==> src/rtl/bus_arbiter.sv <==
// Round-robin bus arbiter: grants the shared system bus to one master per
// transaction, inserts a one-cycle turnaround gap between owners, and aborts
// a transaction whose slave never asserts ready.
module bus_arbiter #(
  parameter int N       = 4,
  parameter int ID_W    = 2,
  parameter int TIMEOUT = 16
) (
  input  logic            clk,
  input  logic            rst,
  input  logic [N-1:0]    request,
  input  logic            ready,
  output logic [N-1:0]    grant,
  output logic [ID_W-1:0] owner,
  output logic            busy,
  output logic            bus_error
);

  typedef enum logic [1:0] {
    S_IDLE = 2'd0,
    S_BUSY = 2'd1,
    S_GAP  = 2'd2
  } state_t;

  localparam logic [7:0]      CNT_LAST = 8'(TIMEOUT - 1);
  localparam logic [ID_W-1:0] ID_LAST  = ID_W'(N - 1);

  state_t            state_q, state_d;
  logic [ID_W-1:0]   ptr_q, ptr_d;
  logic [7:0]        cnt_q, cnt_d;
  logic [N-1:0]      grant_q, grant_d;
  logic [ID_W-1:0]   owner_q, owner_d;
  logic              busy_q, busy_d;
  logic              err_q, err_d;

  logic [2*N-1:0]    req_dbl;
  logic [N-1:0]      scan;
  logic [ID_W-1:0]   cand;
  logic [ID_W-1:0]   win;
  logic              found;
  logic              own_req;
  logic [ID_W-1:0]   next_ptr;

  // Round-robin search: rotate request so bit 0 is master ptr, then take the
  // first set bit while tracking its wrapped master index.
  always_comb begin
    req_dbl = {request, request} >> ptr_q;
    scan    = req_dbl[N-1:0];
    cand    = ptr_q;
    win     = '0;
    found   = 1'b0;
    for (int unsigned i = 0; i < N; i++) begin
      if (!found && scan[0]) begin
        found = 1'b1;
        win   = cand;
      end
      scan = scan >> 1;
      cand = (cand == ID_LAST) ? '0 : cand + ID_W'(1);
    end
  end

  // Owner's own request bit and the pointer value after its release.
  always_comb begin
    own_req  = |(request & (N'(1) << owner_q));
    next_ptr = (owner_q == ID_LAST) ? '0 : owner_q + ID_W'(1);
  end

  // Next-state and registered-output logic.
  always_comb begin
    state_d = state_q;
    ptr_d   = ptr_q;
    cnt_d   = cnt_q;
    grant_d = grant_q;
    owner_d = owner_q;
    err_d   = 1'b0;
    unique case (state_q)
      S_BUSY: begin
        if (ready || !own_req || cnt_q == CNT_LAST) begin
          state_d = S_GAP;
          grant_d = '0;
          ptr_d   = next_ptr;
          err_d   = !ready && own_req && (cnt_q == CNT_LAST);
        end else begin
          cnt_d = cnt_q + 8'd1;
        end
      end
      default: begin
        if (found) begin
          state_d = S_BUSY;
          grant_d = N'(1) << win;
          owner_d = win;
          cnt_d   = '0;
        end else begin
          state_d = S_IDLE;
          grant_d = '0;
        end
      end
    endcase
    busy_d = |grant_d;
  end

  // State and output registers with synchronous reset.
  always_ff @(posedge clk) begin
    if (rst) begin
      state_q <= S_IDLE;
      ptr_q   <= '0;
      cnt_q   <= '0;
      grant_q <= '0;
      owner_q <= '0;
      busy_q  <= 1'b0;
      err_q   <= 1'b0;
    end else begin
      state_q <= state_d;
      ptr_q   <= ptr_d;
      cnt_q   <= cnt_d;
      grant_q <= grant_d;
      owner_q <= owner_d;
      busy_q  <= busy_d;
      err_q   <= err_d;
    end
  end

  assign grant     = grant_q;
  assign owner     = owner_q;
  assign busy      = busy_q;
  assign bus_error = err_q;

endmodule
==> config.mk <==
export PLATFORM = sky130hd
export DESIGN_NAME = bus_arbiter
export DESIGN_NICKNAME = d
export VERILOG_FILES = /design/src/rtl/bus_arbiter.sv
export SDC_FILE = /design/constraint.sdc
export NUM_CORES = 1
export LEC_CHECK = 0
export CAP_MARGIN = 20
export CORE_ASPECT_RATIO = 1.5
export CORE_MARGIN = 10
export CORE_UTILIZATION = 49
export DETAILED_ROUTE_END_ITERATION = 8
export PLACE_DENSITY_LB_ADDON = 0.3
export SYNTH_ARGS = -nofsm -noshare
export SYNTH_HDL_FRONTEND = slang
export SYNTH_SLANG_ARGS = --single-unit
==> constraint.sdc <==
create_clock -name clk -period 1.58 [get_ports clk]
set_input_delay 0.158 -clock clk [delete_from_list [all_inputs] [get_ports clk]]
set_output_delay 0.158 -clock clk [all_outputs]
set_load 0.05 [all_outputs]
# ---- Word-level counts from Yosys, hierarchy flattened
# Index checks and enable logic that the tools add are counted.
# W data, S select, Z words.
dict set report totals {
  register_bits 20
  latch_bits 0
  ram_bits 0
  mem_bits_ro 0
  inputBits 7
  output_inout_bits 8
  wordCells 66
  n_memories 0
}
dict set report op_classes {
  addsub 5
  multipliers 0
  div 0
  magnitude_cmp 0
  eq_ne 8
  shift 3
  muxes 21
  bitwise 3
  n_reduce_logical 19
}
# op n
set op_table {}
lappend op_table {{$mux W8} 3}
lappend op_table {{$mux W2} 10}
lappend op_table {{$mux W4} 3}
lappend op_table {{$add A2 B1 Y2 const B} 4}
lappend op_table {{$add A8 B1 Y8 const B} 1}
lappend op_table {{$eq A2 B2 Y1 const B} 4}
lappend op_table {{$eq A8 B4 Y1 const B} 1}
lappend op_table {{$reduce_or A4 Y1} 2}
lappend op_table {{$shl A1 B2 Y4 const A} 2}
lappend op_table {{$shr A8 B2 Y4} 1}
lappend op_table {{$reduce_and A2 Y1} 3}
lappend op_table {{$logic_and A1 B1 Y1} 5}
lappend op_table {{$logic_not A1 Y1} 5}
lappend op_table {{$mux W1} 5}
lappend op_table {{$and A4 B4 Y4} 1}
lappend op_table {{$ne A2 B2 Y1 const B} 2}
lappend op_table {{$reduce_or A3 Y1} 1}
lappend op_table {{$eq A2 B1 Y1 const B} 1}
lappend op_table {{$logic_or A1 B1 Y1} 2}
lappend op_table {{$not A1 Y1} 2}
lappend op_table {{$reduce_bool A2 Y1} 1}

# ---- Longest topological paths before layout
# Gate-level depths: netlist (run 1).
dict set report depth {
  word_depth 15
  depth_mapped 8
  ltp_nobuf 7
}

# ---- Worst setup path after synthesis (run 1)
# No wires, ideal clock.
dict set report synth_path {
  kind {flip-flop to flip-flop}
  from {reg owner_q[0] (netlist: owner[0])}
  to {reg cnt_q[5]}
  setup_time_ns 0.086
  arrival_ns 1.912
  required_time_ns 1.494
  path_slack_ns -0.418
  path_stages_with_launch 7
  cell_sequence {dfxtp_1 > ha_1 > a22oi_2 > a21oi_4 > nand3_2 > or3_1 > a211oi_1}
}
dict set report synth_via {
  elab_chain_cells 8
}
# element line
set synth_rtl {}
lappend synth_rtl {{from (decl)} 32} ;# logic [ID_W-1:0] owner_q, owner_d;
lappend synth_rtl {{from (signal assigned)} 117} ;# owner_q <= owner_d;
lappend synth_rtl {{$shl A1 B2 Y4} 64} ;# own_req = |(request & (N'(1) << owner_q));
lappend synth_rtl {{$and A4 B4 Y4} 64}
lappend synth_rtl {{$reduce_or A4 Y1} 64}
lappend synth_rtl {{$logic_not A1 Y1} 78} ;# if (ready || !own_req || cnt_q == CNT_LAST) begin
lappend synth_rtl {{$logic_or A1 B1 Y1 (2 in series)} 78}
lappend synth_rtl {{$ne A2 B2 Y1 (no source line)} --}
lappend synth_rtl {{$reduce_and A2 Y1 (no source line)} --}
lappend synth_rtl {{to (signal assigned)} 115} ;# cnt_q <= cnt_d;
lappend synth_rtl {{to (decl)} 30} ;# logic [7:0] cnt_q, cnt_d;
# Every way passes these cells.
# A chain may end at the register's enable or synchronous reset.

# ---- Final worst setup path (run 1)
dict set report layout_path {
  from {reg ptr_q[1]}
  to {reg grant_q[2] (netlist: grant[2])}
}
dict set report layout_via {
  elab_chain_cells 14
  word_cells_on_any_way 27
  cone_classes {add/sub: 3; eq/ne: 3; shift: 2; mux: 13; reduce/logical: 6}
}
# element line
set layout_rtl {}
lappend layout_rtl {{from (decl)} 29} ;# logic [ID_W-1:0] ptr_q, ptr_d;
lappend layout_rtl {{from (signal assigned)} 114} ;# ptr_q <= ptr_d;
lappend layout_rtl {{branches (longest 12 deep; another with $add A2 B1 Y2)} --}
lappend layout_rtl {{$mux W4 *} 88} ;# if (found) begin
lappend layout_rtl {{$mux W4 *} 76} ;# unique case (state_q)
lappend layout_rtl {{to (signal assigned)} 116} ;# grant_q <= grant_d;
lappend layout_rtl {{to (decl)} 31} ;# logic [N-1:0] grant_q, grant_d;
# Every way passes the cells marked *.

==> metrics.txt, run 1 <==
status=finished, violations left; Post-route DRC=0; Distinct cells, synth=47; final WL=3780 um; post-synth top area cell=dfxtp_1; Syn. warnings=0; met1 usage=0.139; Post-CTS Hold Fix Bufs=0; Area growth, synth to finish=49.4%; worst skew pair latency=310 ps; Mapped Cells=145; Max Fclk=0.590 GHz; RSZ-0062 raised after global routing=yes; Crit. Startpoint=ptr_q[1]; hold path start=grant[1]; Clock Sinks=20; HP Class=register to register; Fin Clk Skew=2.09 ps; final-report hold violation count=0; Initial DRC Count=84; syn nets=158; detailed-route via count=1378; Final period util=1.07; Main synth FF type=dfxtp_1; IO buf count=14; die area=5080 um2; initial antenna violation count=0; number of enable flip-flop cells after synthesis=0; largest net degree at the start of global routing=14; CTS tree=yes; dpl hpwl=2740 um; MaxCap Viol Count=0; IO Pins=15; depth of the CTS H-tree=1; maximum VDD drop=0.771 mV; Crit Path Max Fanout=6; Setup TNS=-567 ps; share of cells above drive strength 1=0.454; ys async rst share=0; critical path, cell by cell=buf_6 > nor2_4 > a21oi_2 > o32a_1 > a32o_2 > o41ai_2; WP data arrival=1920 ps; Mean Syn Cell Area=8.78 um2; Ant. Diodes=0; Max Slew Vio Count=0; Detail Route Antenna Nets=0; met3 Use GR=0.0198; number of buffers created by CTS=3; slowest stage delay, CP=390 ps; fin worst setup slack=-116 ps; clock buffer depth=2; number of global-route vias before repair=1343; routed vias/inst=6.26; Die H=82.4 um; Finished Layout Cells=220; critical path type=register to register; Core ar.=2480 um2; Worst-path clk slew=120 ps; Critical Path End Type=register; Power Density=905 nW/um2; Slew headroom=0.726; Crit-path slowest cell=dfxtp_4; setup violators final=11; first-pass GRT wire length=5980 um; Die Span X=61.6 um; Initial Util=0.514; failing checks=setup timing; RR Startpoint=ptr_q[1]; GRT overflow=0; Synth top area share=0.314; worst slew pin tran=409 ps; GR Layer Usage met2=0.300; mapped cell area=1270 um2; dpl cells=210; GP Congestion=0.849; startpoint types=register; min cycle time layout=1700 ps; layout net count=210; Rows=22; top area cells in the synthesized netlist=dfxtp_1 31%, ha_1 5.9%, nor2_1 5.0%, mux2i_1 3.1%, a21oi_1 2.8%; root buffer cell=clkbuf_4; Routed WL per cell=17.2 um; GRT Max-Usage Layer=met2; Yosys reg bits=20; GR Util All Layers=0.154; CP required=1810 ps; Seq/Total Area, Yosys=0.314; first drt pass iteration count=4; static leakage=0.759 nW
## worst paths after layout
path	to	cells past startpoint	slack, ps
setup / recovery	grant[2]	6	-120
hold / removal	grant[1]	1	530
setup reg to reg	grant[2]	6	-120
hold reg to reg	grant[1]	1	530
## critical path, delay by kind of cell (launching register included)
family	cells	cell delay, ps
flip-flops	1	390
AND/OR/NAND/NOR	1	110
buffers and inverters	1	130
AO/OA/AOI/OAI	4	980
## per-layer routing
layer  vias up  part of all wire
li1        655                 -
met1       663              0.34
met2        43              0.57
met3        17             0.037
met4         0             0.045
met5         -                 0
## power breakdown
group          leakage, nW  switching (mW)  total, mW  internal (mW)
sequential           0.166          0.0573      0.606          0.548
combinational        0.566           0.371      0.692          0.321
clock               0.0279           0.168      0.424          0.257
## synth_stat cells, types with 2 or more instances
cell type,number
dfxtp_1,20
nor2_1,17
a21oi_1,7
nand3_1,7
ha_1,6
nand2_1,6
inv_1,5
nand4_1,5
and3_1,4
mux2i_1,4
nor2b_1,4
a31oi_1,3
a32o_1,3
clkbuf_1,3
nand2b_1,3
nor3_1,3
o32ai_1,3
xor2_1,3
a211oi_1,2
a22oi_2,2
buf_2,2
buf_4,2
buf_6,2
nand3b_1,2
o21bai_1,2
o221ai_1,2
o41ai_1,2
or3_1,2
## through the flow
step	setup slack, ps	util	power, mW	hold WS [ps]	cell area [um2]
2_1_floorplan	-47.3	-	0.976	262	1330
3_3_place_gp	-449	0.680	1.20	488	1690
3_5_place_dp	-581	0.680	1.21	501	1690
4_1_cts	-94.1	0.745	1.69	517	1850
5_1_grt	-188	0.768	1.80	555	1900
6_report	-116	0.768	1.72	528	1900
## layout make-up
cell class,count,area [um2]
clock buffer,3,22.5
clock inverter,1,30.0
fill,189,574
inverter,5,23.8
multi-input combinational,111,931
sequential,20,415
tap,24,30.0
timing repair buffer,56,450
## flip-flops by register name, summed over array words and instances, names as in the netlist
register / count
ptr_q: 2
cnt_q: 8
state_q: 2
busy: 1
bus_error: 1
owner: 2
grant: 4
## cells by family (layout without fill, tap and decap cells)
logic type	after synthesis	count (layout)	synth area share
adder cells (fa/ha/maj)	6	6	0.0589
buffers and inverters	14	65	0.0609
flip-flops	20	20	0.314
AO/OA/AOI/OAI	36	36	0.232
AND/OR/NAND/NOR	62	62	0.282
multiplexers	4	4	0.0314
XOR/XNOR	3	3	0.0206
## timing repair
item / 4_1_cts / 5_1_grt
buffers inserted: 5 / 1
hold endpoints to repair: 0 / 0
gates resized for setup: 24 / 10
endpoints found under the setup margin: 17 / 18
pin swaps: 8 / 10
## cells in the final DEF, fill, tap and decap left out, types with 2 or more instances in the layout
master and n:
inv_1 2, nor2b_1 4, a21oi_1 5, dfxtp_1 16
or3_1 2, nand2_1 5, nor2_1 14, nor2_4 2
ha_4 4, dfxtp_4 4, o41ai_2 2, nand4_1 5
a22oi_2 2, mux2i_1 4, nor3_1 3, nand2b_1 3
nand3b_1 2, clkdlybuf4s50_1 3, nand3_2 2, buf_6 5
clkbuf_4 3, a21oi_2 2, buf_4 45, nand3_1 6
a32o_1 2, inv_4 2, dlygate4sd2_1 3, o21bai_1 2
a211oi_2 2, a31oi_1 3, o221ai_1 2, o32ai_1 2
xor2_1 3, and3_1 3
Note: power is estimated with default switching activity, not from simulation.
==> inputs of run 2 (changes only) <==
--- a/config.mk
+++ b/config.mk
@@ -7,7 +7,7 @@
 export LEC_CHECK = 0
 export CAP_MARGIN = 20
 export CORE_ASPECT_RATIO = 1.5
-export CORE_MARGIN = 10
+export CORE_MARGIN = 2
 export CORE_UTILIZATION = 49
 export DETAILED_ROUTE_END_ITERATION = 8
 export PLACE_DENSITY_LB_ADDON = 0.3
==> metrics.txt, run 2 (synthesized netlist as in run 1, its figures left out) <==
first-pass GRT wire length=6090 um (+2.0%); dpl hpwl=2650 um (-3.1%); Max Slew Vio Count=0 (unchanged); Critical Path End Type=register; CTS tree=yes; final WL=3780 um (-0.11%); RSZ-0062 raised after global routing=yes; IO Pins=15 (unchanged); leading cell types in the layout, fill and taps excluded=45 x buf_4, 16 x nor2_1, 16 x dfxtp_1; Detail Route Antenna Nets=0 (unchanged); Initial DRC Count=27 (-68%); Final period util=1.09 (+0.0192); largest net degree at the start of global routing=16 (+2); GRT overflow=0 (unchanged); Core ar.=2450 um2 (-1.1%); depth of the CTS H-tree=1 (unchanged); failing checks=setup timing; Worst-path clk slew=110 ps (about the same); CP required=1820 ps (about the same); fin worst setup slack=-146 ps (-30.3 ps); MaxCap Viol Count=0 (unchanged); initial antenna violation count=0 (unchanged); Slew headroom=0.686 (-0.0402); Max Fclk=0.579 GHz (-1.8%); Biggest register=cnt_q; dpl cells=208 (-0.95%); WP data arrival=1970 ps (+50 ps); Power Density=853 nW/um2 (-5.8%); critical path type=register to register; root buffer cell=clkbuf_4; die area=3030 um2 (-40%); Finished Layout Cells=220 (unchanged); Final Util=0.784 (+0.0158); Crit Path Max Fanout=7 (+1); share of cells above drive strength 1=0.454 (unchanged); Routed WL per cell=17.2 um (-0.11%); startpoint types=register; Setup TNS=-693 ps (-126 ps); min cycle time layout=1730 ps (+30.3 ps); routed vias/inst=6.05 (-3.4%); maximum VDD drop=0.806 mV (+4.6%); IO buf count=14 (unchanged); Largest register FFs=8 (unchanged); Fin Clk Skew=6.14 ps (+4.05 ps); Area growth, synth to finish=50.8%; worst slew pin tran=469 ps (+60.0 ps); static leakage=0.777 nW (+2.3%); Initial Util=0.520 (+0.00578); status=finished, violations left; Die H=66.4 um (-19%); Die Span X=45.6 um (-26%); Post-CTS Hold Fix Bufs=0 (unchanged); commonest non-fill, non-tap cell in the layout=buf_4; GP Congestion=0.839 (-1.2%); number of global-route vias before repair=1381 (+2.8%); Post-route DRC=0 (unchanged); Rows=22 (unchanged); first drt pass iteration count=4 (unchanged); GR Util All Layers=0.272 (+0.118); detailed-route via count=1331 (-3.4%); worst skew pair latency=300 ps (about the same); final-report hold violation count=0 (unchanged); HP Class=register to register; clock buffer depth=2 (unchanged); Clock Sinks=20 (unchanged); Ant. Diodes=0 (unchanged); setup violators final=11 (unchanged); number of buffers created by CTS=3 (unchanged); layout net count=210 (unchanged)
-- run 2: area by class of cell --
type | count | area (um2)
Tap cell | 24 | 30.0
Clock buffer | 4 | 36.3
Fill cell | 167 | 529
Inverter | 5 | 26.3
Timing Repair Buffer | 56 | 459
Sequential cell | 20 | 413
Multi-Input combinational cell | 111 | 956
-- run 2: path summary, 6_finish.rpt --
path                            startpoint        to  slack, ps  depth (start not counted)
worst max-delay path              ptr_q[1]  grant[3]       -150                          7
worst min-delay path              cnt_q[6]  cnt_q[6]        520                          2
worst max register to register    ptr_q[1]  grant[3]       -150                          7
worst min register to register    cnt_q[6]  cnt_q[6]        520                          2
-- run 2: through the flow --
| step | setup slack [ps] | hold slack, ps | power (mW) | area (um2) |
|---|---|---|---|---|
| floorplan | -47.3 | 262 | 0.976 | 1330 |
| detailed placement | -566 | 496 | 1.21 | 1680 |
| CTS | -92.7 | 521 | 1.59 | 1870 |
| global placement | -428 | 489 | 1.18 | 1680 |
| global route | -202 | 556 | 1.71 | 1920 |
| finish | -146 | 521 | 1.64 | 1920 |
-- run 2: power breakdown --
group	internal [mW]	leakage, nW	switching, mW
clock network	0.141	0.0210	0.152
logic	0.340	0.590	0.398
registers	0.548	0.165	0.0582
total	1.03	0.777	0.608
-- run 2: timing repair --
action	in CTS	in global routing
pin swaps	13	6
setup endpoints to repair	18	18
resized for setup	26	8
setup buffers	7	1
-- run 2: per-layer routing --
layer / vias up / track usage / part of all wire
met4: 0 / 0.110 / 0.038
met3: 16 / 0.0191 / 0.021
li1: 651 / - / -
met2: 28 / 0.551 / 0.59
met5: - / 0 / 0
met1: 636 / 0.255 / 0.35
-- run 2: critical path, stage by stage (launching register included) --
cell and delay, ps:
dfxtp_4 400, buf_6 120, and4bb_1 230, o21ai_2 190, nand4_1 140, buf_4 170, a32oi_4 210, a32o_1 200
==> patch (config.mk and constraints of run 1) <==
Change the parameter `ID_W` from 2 to 3.
--- a/src/rtl/bus_arbiter.sv
+++ b/src/rtl/bus_arbiter.sv
@@ -5,3 +5,3 @@
   parameter int N       = 4,
-  parameter int ID_W    = 2,
+  parameter int ID_W    = 3,
   parameter int TIMEOUT = 16
Ports: changed (resized owner); port bits go from 15 to 16. No check against the original RTL was run, so the function may have changed too.
==> patch against run 1 <==
  * The run still ends with setup timing left
  * Total power up 27%
  * First-iteration DRC count shrank 12%
  * Sequential share of layout area down 1.3 points
  * Wire length rose by 27%
  * Worst setup slack worse by 0.43 ns
  * Count of clock-buffer cells in the layout is the same
  * Sequential cell count increased by 2
  * Area after synthesis up 7.0%
  * Final area increased by 16%
  * Largest power group unchanged
==> patch: results (changes against run 1) <==
run_status:
  status: "finished with violations"
  violations: "setup timing"
synthesis:
  yosys-top-cells-area: "dfxtp_1, ha_1, nor2_1, a211oi_1, a21oi_1"
  synth_top_area_share_pct: 32.32  # +0.89 points
  synth_fp_nets: 178  # +13%
  yosysSeqAreaShare_pct: 32.32  # +0.89 points
  synth_cells: 164  # +13%
  ys_types: 49  # +4.3%
timing:
  maxSlewHeadroom_pct: 65.98  # -6.6 points
  skew_ns: 0.004127  # +0.002037 ns
  fin_ws_ns: -0.5450  # -0.4288 ns
  tns_ns: -6.928  # -6.361 ns
  setup-violations-final: 20  # +9
power:
  p_leak_uw: 0.0009230  # +22%
  pg_clk_uw: 359  # -15%
  vdd_ir_drop_max_v: 0.0008684  # +13%
  internal_power_uw: 1332  # +18%
grt:
  use_met2_pct: 33.73  # +3.8 points
  grt_pass1_vias: 1604  # +19%
  grt_max_degree: 13  # -1
  track_usage_pct: 17.06  # +1.7 points
  grt_use_met3_pct: 2.926  # +0.94 points
  grt_pass1_wl_um: 7410  # +24%
detailed_routing:
  routedWlPerCell_um: 18.22  # +6.0%
  wl_um: 4792  # +27%
  vias_per_cell: 5.886  # -6.0%
  wl_met2_um: 2706  # +25%
  drt-initial-drc-count: 74  # -12%
setup_path:
  reg2reg_depth: 7  # +1
  crit_start: "ptr_q[0]$_SDFFE_PP0P_"
  endpoint: "grant[1]$_SDFF_PP0_"
  arrival_ns: 2.33  # +0.41 ns
hold_path:
  hold_start: "cnt_q[7]$_SDFFE_PP0P_"
  worstHoldEndpoint: "cnt_q[7]$_SDFFE_PP0P_"
place:
  gp_congestion: 0.9423  # +11%
  place_area_um2: 1882  # +12%
  place_ws_ns: -0.7374  # -0.1566 ns
clocking:
  clockRootBuffer: "clkbuf_8"
  ctsResizeCount: 34  # +42%
  clk_pin_slew_ns: 0.08  # -0.04 ns
final_layout:
  num-nets-final: 241  # +15%
-- patch: worst max-delay path, stage by stage (launching register included) --
cell and delay [ns]:
dfxtp_4 0.37, buf_4 0.15, and2b_2 0.24, o2111a_1 0.27
a211oi_2 0.24, o221a_2 0.25, or3b_4 0.40, o21ai_2 0.14
-- patch: cells by family (layout without fill, tap and decap cells) --
logic type                 after synthesis  in the layout  synth area share (%)
muxes                                    6              6                 6.336
AOI/OAI and AO/OA                       47             47                 23.88
and+or+nand+nor                         66             66                 25.90
adders and majority gates                7              7                 6.428
DFF                                     22             22                 32.32
buffers and inverters                   16             78                 5.142
-- patch: final cells by class --
class	count	area [µm²]
Inverter	10	45.04
Sequential cell	22	452.9
Clock inverter	1	3.754
Timing Repair Buffer	64	506.7
Tap cell	37	46.29
Clock buffer	3	41.29
Multi-Input combinational cell	126	1109
Fill cell	160	471.7
